## src/rtl/lote_pkg.sv

```systemverilog
// ============================================================================
// Module  : lote_pkg
// Brief   : Shared FSM state encoding and verdict one-hot codes for the
//           lot supervisor.
// Rev     : 1.0  initial release
// ============================================================================
`default_nettype none

package lote_pkg;

    typedef enum logic {
        ST_RUN   = 1'b0,
        ST_ALARM = 1'b1
    } lote_state_e;

    // Verdict bus is ordered {aceito, comprometido, recusado}
    localparam logic [2:0] VERDICT_ACEITO       = 3'b100;
    localparam logic [2:0] VERDICT_COMPROMETIDO = 3'b010;
    localparam logic [2:0] VERDICT_RECUSADO     = 3'b001;

endpackage : lote_pkg

`default_nettype wire

```

## src/rtl/lote_beeper.sv

```systemverilog
// ============================================================================
// Module  : lote_beeper
// Brief   : Pulsed buzzer drive: down-counter plus toggle flop, high for
//           BEEP_HALF cycles then low for BEEP_HALF cycles while en=1.
// Rev     : 1.0  initial release
// ============================================================================
`default_nettype none

module lote_beeper #(
    parameter int BEEP_HALF = 4
) (
    input  logic clk,
    input  logic rst,
    input  logic en,
    output logic beep
);

    localparam int c_cnt_w = (BEEP_HALF > 1) ? $clog2(BEEP_HALF) : 1;
    localparam logic [c_cnt_w-1:0] c_reload = c_cnt_w'(BEEP_HALF - 1);

    logic [c_cnt_w-1:0] cnt_q, cnt_d;
    logic               beep_q, beep_d;

    // Cleared state (cnt=0, beep=0) makes the first enabled edge toggle high.
    always_comb begin
        cnt_d  = cnt_q;
        beep_d = beep_q;
        if (!en) begin
            cnt_d  = '0;
            beep_d = 1'b0;
        end else if (cnt_q == '0) begin
            cnt_d  = c_reload;
            beep_d = ~beep_q;
        end else begin
            cnt_d  = cnt_q - 1'b1;
        end
    end

    always_ff @(posedge clk) begin
        if (rst) begin
            cnt_q  <= '0;
            beep_q <= 1'b0;
        end else begin
            cnt_q  <= cnt_d;
            beep_q <= beep_d;
        end
    end

    assign beep = beep_q;

endmodule : lote_beeper

`default_nettype wire

```

## src/rtl/lote_supervisor.sv

```systemverilog
// ============================================================================
// Module  : lote_supervisor
// Brief   : Tallies lot verdicts, tracks consecutive rejects and halts the
//           line with a buzzer until acknowledged. Define LOTE_BUZZER_PULSE_EN
//           for a pulsed buzzer instead of a steady tone.
// Rev     : 1.0  initial release
// ============================================================================
`default_nettype none

module lote_supervisor
    import lote_pkg::*;
#(
    parameter int CNT_W     = 8,
    parameter int REJ_LIMIT = 3,
    parameter int BEEP_HALF = 4
) (
    input  logic             clk,
    input  logic             rst,
    input  logic             lote_valido,
    input  logic             lote_aceito,
    input  logic             lote_comprometido,
    input  logic             lote_recusado,
    input  logic             alarm_ack,
    input  logic             clear_counts,
    output logic [CNT_W-1:0] cnt_aceito,
    output logic [CNT_W-1:0] cnt_comprometido,
    output logic [CNT_W-1:0] cnt_recusado,
    output logic [CNT_W-1:0] cnt_invalido,
    output logic             linha_parada,
    output logic             sound_buzzer
);

    localparam logic [CNT_W-1:0] c_cnt_max   = '1;
    localparam logic [CNT_W-1:0] c_rej_limit = CNT_W'(REJ_LIMIT);

    if (REJ_LIMIT < 1 || REJ_LIMIT > (2**CNT_W) - 1 || BEEP_HALF < 1) begin : g_param_check
        $error("lote_supervisor: parameter out of range");
    end

    lote_state_e      state_q, state_d;
    logic [CNT_W-1:0] acc_q, acc_d;
    logic [CNT_W-1:0] comp_q, comp_d;
    logic [CNT_W-1:0] rec_q, rec_d;
    logic [CNT_W-1:0] inv_q, inv_d;
    logic [CNT_W-1:0] streak_q, streak_d;

    logic [2:0] verdict;
    logic       strobe, is_acc, is_comp, is_rec, is_inv, is_reject;

    // A clear in the same cycle discards the strobe entirely.
    assign verdict   = {lote_aceito, lote_comprometido, lote_recusado};
    assign strobe    = lote_valido & ~clear_counts;
    assign is_acc    = strobe && (verdict == VERDICT_ACEITO);
    assign is_comp   = strobe && (verdict == VERDICT_COMPROMETIDO);
    assign is_rec    = strobe && (verdict == VERDICT_RECUSADO);
    assign is_inv    = strobe && !(is_acc || is_comp || is_rec);
    assign is_reject = is_rec | is_inv;

    always_comb begin
        acc_d    = acc_q;
        comp_d   = comp_q;
        rec_d    = rec_q;
        inv_d    = inv_q;
        streak_d = streak_q;
        state_d  = state_q;

        if (clear_counts) begin
            acc_d    = '0;
            comp_d   = '0;
            rec_d    = '0;
            inv_d    = '0;
            streak_d = '0;
        end else begin
            if (is_acc  && acc_q  != c_cnt_max) acc_d  = acc_q  + 1'b1;
            if (is_comp && comp_q != c_cnt_max) comp_d = comp_q + 1'b1;
            if (is_rec  && rec_q  != c_cnt_max) rec_d  = rec_q  + 1'b1;
            if (is_inv  && inv_q  != c_cnt_max) inv_d  = inv_q  + 1'b1;
        end

        case (state_q)
            ST_RUN: begin
                if (is_acc) begin
                    streak_d = '0;
                end else if (is_reject && streak_q != c_rej_limit) begin
                    streak_d = streak_q + 1'b1;
                end
                if (streak_d == c_rej_limit) state_d = ST_ALARM;
            end
            ST_ALARM: begin
                // Streak stays frozen here; only ack returns to RUN.
                if (alarm_ack) begin
                    state_d  = ST_RUN;
                    streak_d = '0;
                end
            end
            default: begin
                state_d  = ST_RUN;
                streak_d = '0;
            end
        endcase
    end

    always_ff @(posedge clk) begin
        if (rst) begin
            state_q  <= ST_RUN;
            acc_q    <= '0;
            comp_q   <= '0;
            rec_q    <= '0;
            inv_q    <= '0;
            streak_q <= '0;
        end else begin
            state_q  <= state_d;
            acc_q    <= acc_d;
            comp_q   <= comp_d;
            rec_q    <= rec_d;
            inv_q    <= inv_d;
            streak_q <= streak_d;
        end
    end

    assign cnt_aceito       = acc_q;
    assign cnt_comprometido = comp_q;
    assign cnt_recusado     = rec_q;
    assign cnt_invalido     = inv_q;
    assign linha_parada     = (state_q == ST_ALARM);

`ifdef LOTE_BUZZER_PULSE_EN
    logic alarm_en;
    logic beep;

    // Enable from next state so the first high phase coincides with the halt.
    assign alarm_en = (state_d == ST_ALARM);

    lote_beeper #(
        .BEEP_HALF (BEEP_HALF)
    ) u_beeper (
        .clk  (clk),
        .rst  (rst),
        .en   (alarm_en),
        .beep (beep)
    );

    assign sound_buzzer = beep;
`else
    assign sound_buzzer = (state_q == ST_ALARM);
`endif

endmodule : lote_supervisor

`default_nettype wire

```

## config.mk

```make
export PLATFORM = sky130hd
export DESIGN_NAME = lote_supervisor
export DESIGN_NICKNAME = d
export VERILOG_FILES = /design/src/rtl/lote_pkg.sv /design/src/rtl/lote_beeper.sv /design/src/rtl/lote_supervisor.sv
export SDC_FILE = /design/constraint.sdc
export NUM_CORES = 1
export LEC_CHECK = 0
export BUFFER_PORTS_ARGS = -buffer_cell sky130_fd_sc_hd__buf_2
export CELL_PAD_IN_SITES_DETAIL_PLACEMENT = 1
export CELL_PAD_IN_SITES_GLOBAL_PLACEMENT = 1
export CORE_ASPECT_RATIO = 0.7
export CORE_UTILIZATION = 40
export DETAILED_ROUTE_END_ITERATION = 10
export GPL_ROUTABILITY_DRIVEN = 0
export HOLD_SLACK_MARGIN = 0.03
export MAX_ROUTING_LAYER = met4
export PLACE_DENSITY_LB_ADDON = 0.1
export SLEW_MARGIN = 20
export SYNTH_ARGS = -nofsm -noshare
export SYNTH_HDL_FRONTEND = slang
export SYNTH_SLANG_ARGS = --single-unit
```

## constraint.sdc

```tcl
create_clock -name clk -period 2.6 [get_ports clk]
set_input_delay 0.26 -clock clk [delete_from_list [all_inputs] [get_ports clk]]
set_output_delay 0.26 -clock clk [all_outputs]
set_load 0.005 [all_outputs]
```

# Word-level counts from Yosys, hierarchy flattened

Index checks and enable logic that the tools add are counted.

Flip-flop bits (word level): 41
Input port bits: 8

Bitwise operators: 4
Mux-type cells: 9
Equality and inequality tests: 9
$add $sub $neg: 5
Reductions and logical operators: 13

Operator list:

| cell                                          | number |
|---|---|
| adder 8 x 1 -> 8 bit, second input constant   | 5 |
| two-way mux 8 bit                             | 5 |
| != test 8 bit, second input constant          | 4 |
| one-hot mux 8 bit (2 select lines)            | 1 |
| logical AND 1 bit                             | 9 |
| == test 8 x 2 -> 1 bit, second input constant | 1 |
| != test 8 x 2 -> 1 bit, second input constant | 1 |
| == test 3 x 1 -> 1 bit, second input constant | 1 |
| == test 3 x 2 -> 1 bit, second input constant | 1 |
| == test 3 bit, second input constant          | 1 |
| logical OR 1 bit                              | 2 |
| two-way mux 1 bit                             | 2 |
| NOT 1 bit                                     | 2 |
| one-hot mux 1 bit (2 select lines)            | 1 |
| OR reduction 2 bit                            | 1 |
| AND 1 bit                                     | 1 |
| zero test 1 bit                               | 1 |
| bitwise OR 1 bit                              | 1 |

# Logic depth before layout (Yosys ltp)

Word-level depth: 15
Gate-level depth with buffers: 7
Depth with buffers taken out: 6

# Least setup slack after synthesis

Ideal clock, no wire load.

Path kind: reg2reg
Start: register streak_q[0]
End: register state_q (netlist: linha_parada)
Required time: 2.499 ns
Stages on the path, launching flop included: 7
Path slack: 0.754 ns
Arrival time: 1.746 ns
Library setup time: 0.101 ns
Cell sequence: dfxtp_1 > ha_1 > nor4b_2 > a221oi_1 > nor4b_1 > a41oi_1 > o41ai_1

Longest elaborated chain between the ends: 8
Elaborated cells between the ends (all ways): 10

Ends and longest elaborated chain:

| what                                                         | line                   | RTL |
|---|---|---|
| start, declared                                              | lote_supervisor.sv:45  | `logic [CNT_W-1:0] streak_q, streak_d;` |
| start signal, assigned                                       | lote_supervisor.sv:117 | `streak_q <= streak_d;` |
| branches (longest 2 deep; another with adder 8 x 1 -> 8 bit) | n/a                    |  |
| two-way mux 8 bit (*)                                        | lote_supervisor.sv:84  | `end else if (is_reject && streak_q != c_rej_limit) begin` |
| two-way mux 8 bit (*)                                        | lote_supervisor.sv:82  | `if (is_acc) begin` |
| two-way mux 8 bit (*)                                        | lote_supervisor.sv:80  | `case (state_q)` |
| == test 8 x 2 -> 1 bit (*)                                   | lote_supervisor.sv:87  | `if (streak_d == c_rej_limit) state_d = ST_ALARM;` |
| two-way mux 1 bit (*)                                        | lote_supervisor.sv:87  |  |
| one-hot mux 1 bit (2 select lines) (*)                       | lote_supervisor.sv:80  |  |
| end signal, assigned                                         | lote_supervisor.sv:112 | `state_q <= state_d;` |
| end, declared                                                | lote_supervisor.sv:40  | `lote_state_e state_q, state_d;` |

Mark *: on every way between the ends. The select of a mux whose other input is x is not followed.
A chain may end at the register's enable or synchronous reset.

# Worst setup path in the final report

Same ends and word-level chain as after synthesis.

==> flow_summary.json <==
{
  "critPathBufInv": 0,
  "rows": 21,
  "antenna_cells": 0,
  "grtUsageTotal_pct": 20.7,
  "area_growth_pct": 17.2,
  "die_h_um": 63.0,
  "hpwl_um": 3760,
  "grt_pass1_vias": 1830,
  "cp-end-kind": "flop",
  "cp_slowest_cell": "dfxtp_1",
  "pwr-share-seq_pct": 51.0,
  "clkPwrFrac_pct": 43.9,
  "vias": 1971,
  "io_pins": 42,
  "finalCritPeriodShare_pct": 81.7,
  "relSlewSlack_pct": 48.3,
  "start_kind": "flop",
  "rsz0062_at_grt": "no",
  "postSynthAreaPerCell_um2": 8.25,
  "postSynthCellCount": 258,
  "cts.sinks": 41,
  "min_period_ps": 2130,
  "swShare_pct": 22.4,
  "setup_tns_ps": 0,
  "cts_root_buffer": "clkbuf_8",
  "wl_per_cell_um": 14.0,
  "cts_tree": "done",
  "status": "completed",
  "h-tree-depth": 2,
  "gr-total-overflow": 0,
  "start_util_pct": 43.1,
  "whs_ps": 257,
  "routed_wl_um": 5120,
  "cts_resized": 0,
  "fin_nets": 310,
  "antenna_found_initial": 0,
  "required_ps": 2810,
  "antenna_left": 0,
  "tightest_slew_ps": 770,
  "drv_slew": 0,
  "worstPathArrival_ps": 2330,
  "drt-pass1-iter-count": 6,
  "p_int_mw": 0.962,
  "post-route-drc-count": 0,
  "power.share.combinational_pct": 5.1,
  "drtIter0Drc": 101,
  "grt_pass1_wl_um": 8780,
  "path_cells": "ha_1 > nor4b_2 > a221oi_1 > nor4b_1 > a41oi_1 > o41ai_1",
  "cap_violations": 0,
  "max-vdd-ir-drop_uv": 263,
  "clk_pin_slew_worst_paths_ps": 80,
  "worstHoldPathType": "in -> reg",
  "worst_path_largest_cell_delay_ps": 450,
  "max_clock_freq_mhz": 471,
  "ctsHoldBuffers": 0,
  "cp_max_fo": 7,
  "skew_ps": 3.24,
  "synth_area_mm2": 0.00213,
  "dieArea_mm2": 0.00562,
  "setup.worst_path.class": "reg -> reg",
  "clockBufferDepth": 2,
  "port_buffers": 41,
  "switchingPower_mw": 0.278,
  "vias_per_cell": 5.37,
  "syn-num-nets": 271,
  "synth.distinct_cells": 43,
  "clk_latency_ps": 300,
  "n_fill_cell": 638,
  "power_density_mw_per_mm2": 497,
  "critPathTopFamily": "simple AND/OR/NAND/NOR gates",
  "core_mm2": 0.00494,
  "grt_max_degree": 33,
  "yosysSeqAreaShare_pct": 38.5,
  "numCtsBuffers": 5,
  "yosysWarningCount": 0,
  "post_cts_buffers": 0,
  "p_leak_nw": 0.893,
  "die_w_um": 89.2,
  "final_hold_viol_count": 0,
  "setup_viol": 0,
  "drive_above_1_share_pct": 18.1,
  "synth-seq-cells": 41
}
-- metrics by stage --
stage	utilization (%)	std cells	setup slack, ps	power [mW]	instance area (um^2)
finish	50.5	367	475	1.24	2500
detailed placement	48.1	359	538	0.710	2380
global placement	48.1	359	608	0.711	2380
floorplan	-	258	754	0.691	2130
global route	50.5	367	215	1.28	2500
CTS	50.5	367	508	1.25	2500
-- final timing paths --
kind                                   from           end  slack, ps  cells after the start
worst max-delay path            streak_q[0]  linha_parada        470                      6
worst min-delay path              alarm_ack   streak_q[2]        260                      4
worst max register to register  streak_q[0]  linha_parada        470                      6
worst min register to register  streak_q[6]   streak_q[6]        520                      2
-- final cells by class --
class / instances / area, um^2 / share of cell area, %
Multi-Input combinational cell: 200 / 1230 / 49.4
Tap cell: 69 / 86.3 / 3.46
Inverter: 8 / 30.0 / 1.20
Clock inverter: 2 / 37.5 / 1.50
Sequential cell: 41 / 821 / 32.9
Clock buffer: 6 / 82.6 / 3.31
Timing Repair Buffer: 41 / 205 / 8.22
-- power by group through the flow --
stage          clock network, mW  logic (mW)  registers [mW]
4_1_cts                    0.556      0.0639           0.632
3_5_place_dp                   0      0.0631           0.647
2_1_floorplan                  0      0.0443           0.647
3_3_place_gp                   0      0.0638           0.647
6_report                   0.544      0.0636           0.632
5_1_grt                    0.579      0.0712           0.633
-- worst min-delay path, cell delays in order --
cell and delay, ps:
buf_2 90, nor3_1 60, nand2_1 60, a21oi_1 50
-- synthesized netlist by cell type, drive strengths merged --
library cell,count,area share (%)
a221oi,1,0.41
or2,1,0.29
buf,2,0.88
a211o,1,0.41
a41oi,1,0.41
o21ai,5,1.2
o32a,1,0.47
nor2,39,6.9
nor2b,2,0.59
a311oi,1,0.41
clkbuf,7,1.2
a211oi,3,1.1
o311a,1,0.47
o21a,1,0.35
o2111ai,2,0.82
inv,8,1.4
xor2,3,1.6
o31ai,1,0.35
nor3b,4,1.6
a21oi,10,2.4
a21o,2,0.70
o41ai,1,0.41
nand2,21,3.7
or4,1,0.35
nand2b,5,1.5
nor4,6,1.8
or3b,1,0.41
or3,3,0.88
xnor2,25,10
o211ai,2,0.70
nor4b,4,1.9
nand4,5,1.5
a221o,1,0.47
dfxtp,41,39
a31oi,3,0.88
ha,5,2.9
nor3,17,4.0
nand3,17,4.0
mux2i,4,1.9
-- cells by family after synthesis --
logic type               count (synthesis)  synth area share [%]
XOR/XNOR                                28                  11.9
flip-flops                              41                  38.5
buffers and inverters                   17                  3.53
AND/OR/NAND/NOR                        126                  29.4
adder cells (fa/ha/maj)                  5                  2.94
AO/OA/AOI/OAI                           37                  11.9
multiplexers                             4                  1.88
-- flip-flops by register name, indices dropped and copies added (netlist names) --
signal            flops
cnt_recusado          8
cnt_comprometido      8
streak_q              8
cnt_aceito            8
linha_parada          1
cnt_invalido          8
-- per-layer routing --
layer	part of all wire (%)	GRT usage (%)	up-vias
met1	54	29.8	930
met5	0	-	-
met3	4.5	4.36	7
met2	41	29.3	44
met4	1.1	5.36	0
li1	-	-	990
-- cells in the final DEF (no fill, tap or decap), drive strengths merged, types with 2 or more instances in the layout --
master,synthesis,final
a211oi,3,3
a21o,2,2
a21oi,10,10
a31oi,3,3
buf,2,41
clkbuf,7,6
dfxtp,41,41
ha,5,5
inv,8,8
mux2i,4,4
nand2,21,21
nand2b,5,5
nand3,17,17
nand4,5,5
nor2,39,39
nor2b,2,2
nor3,17,17
nor3b,4,4
nor4,6,6
nor4b,4,4
o2111ai,2,2
o211ai,2,2
o21ai,5,5
or3,3,3
xnor2,25,25
xor2,3,3
(Power assumes the default switching activity.)
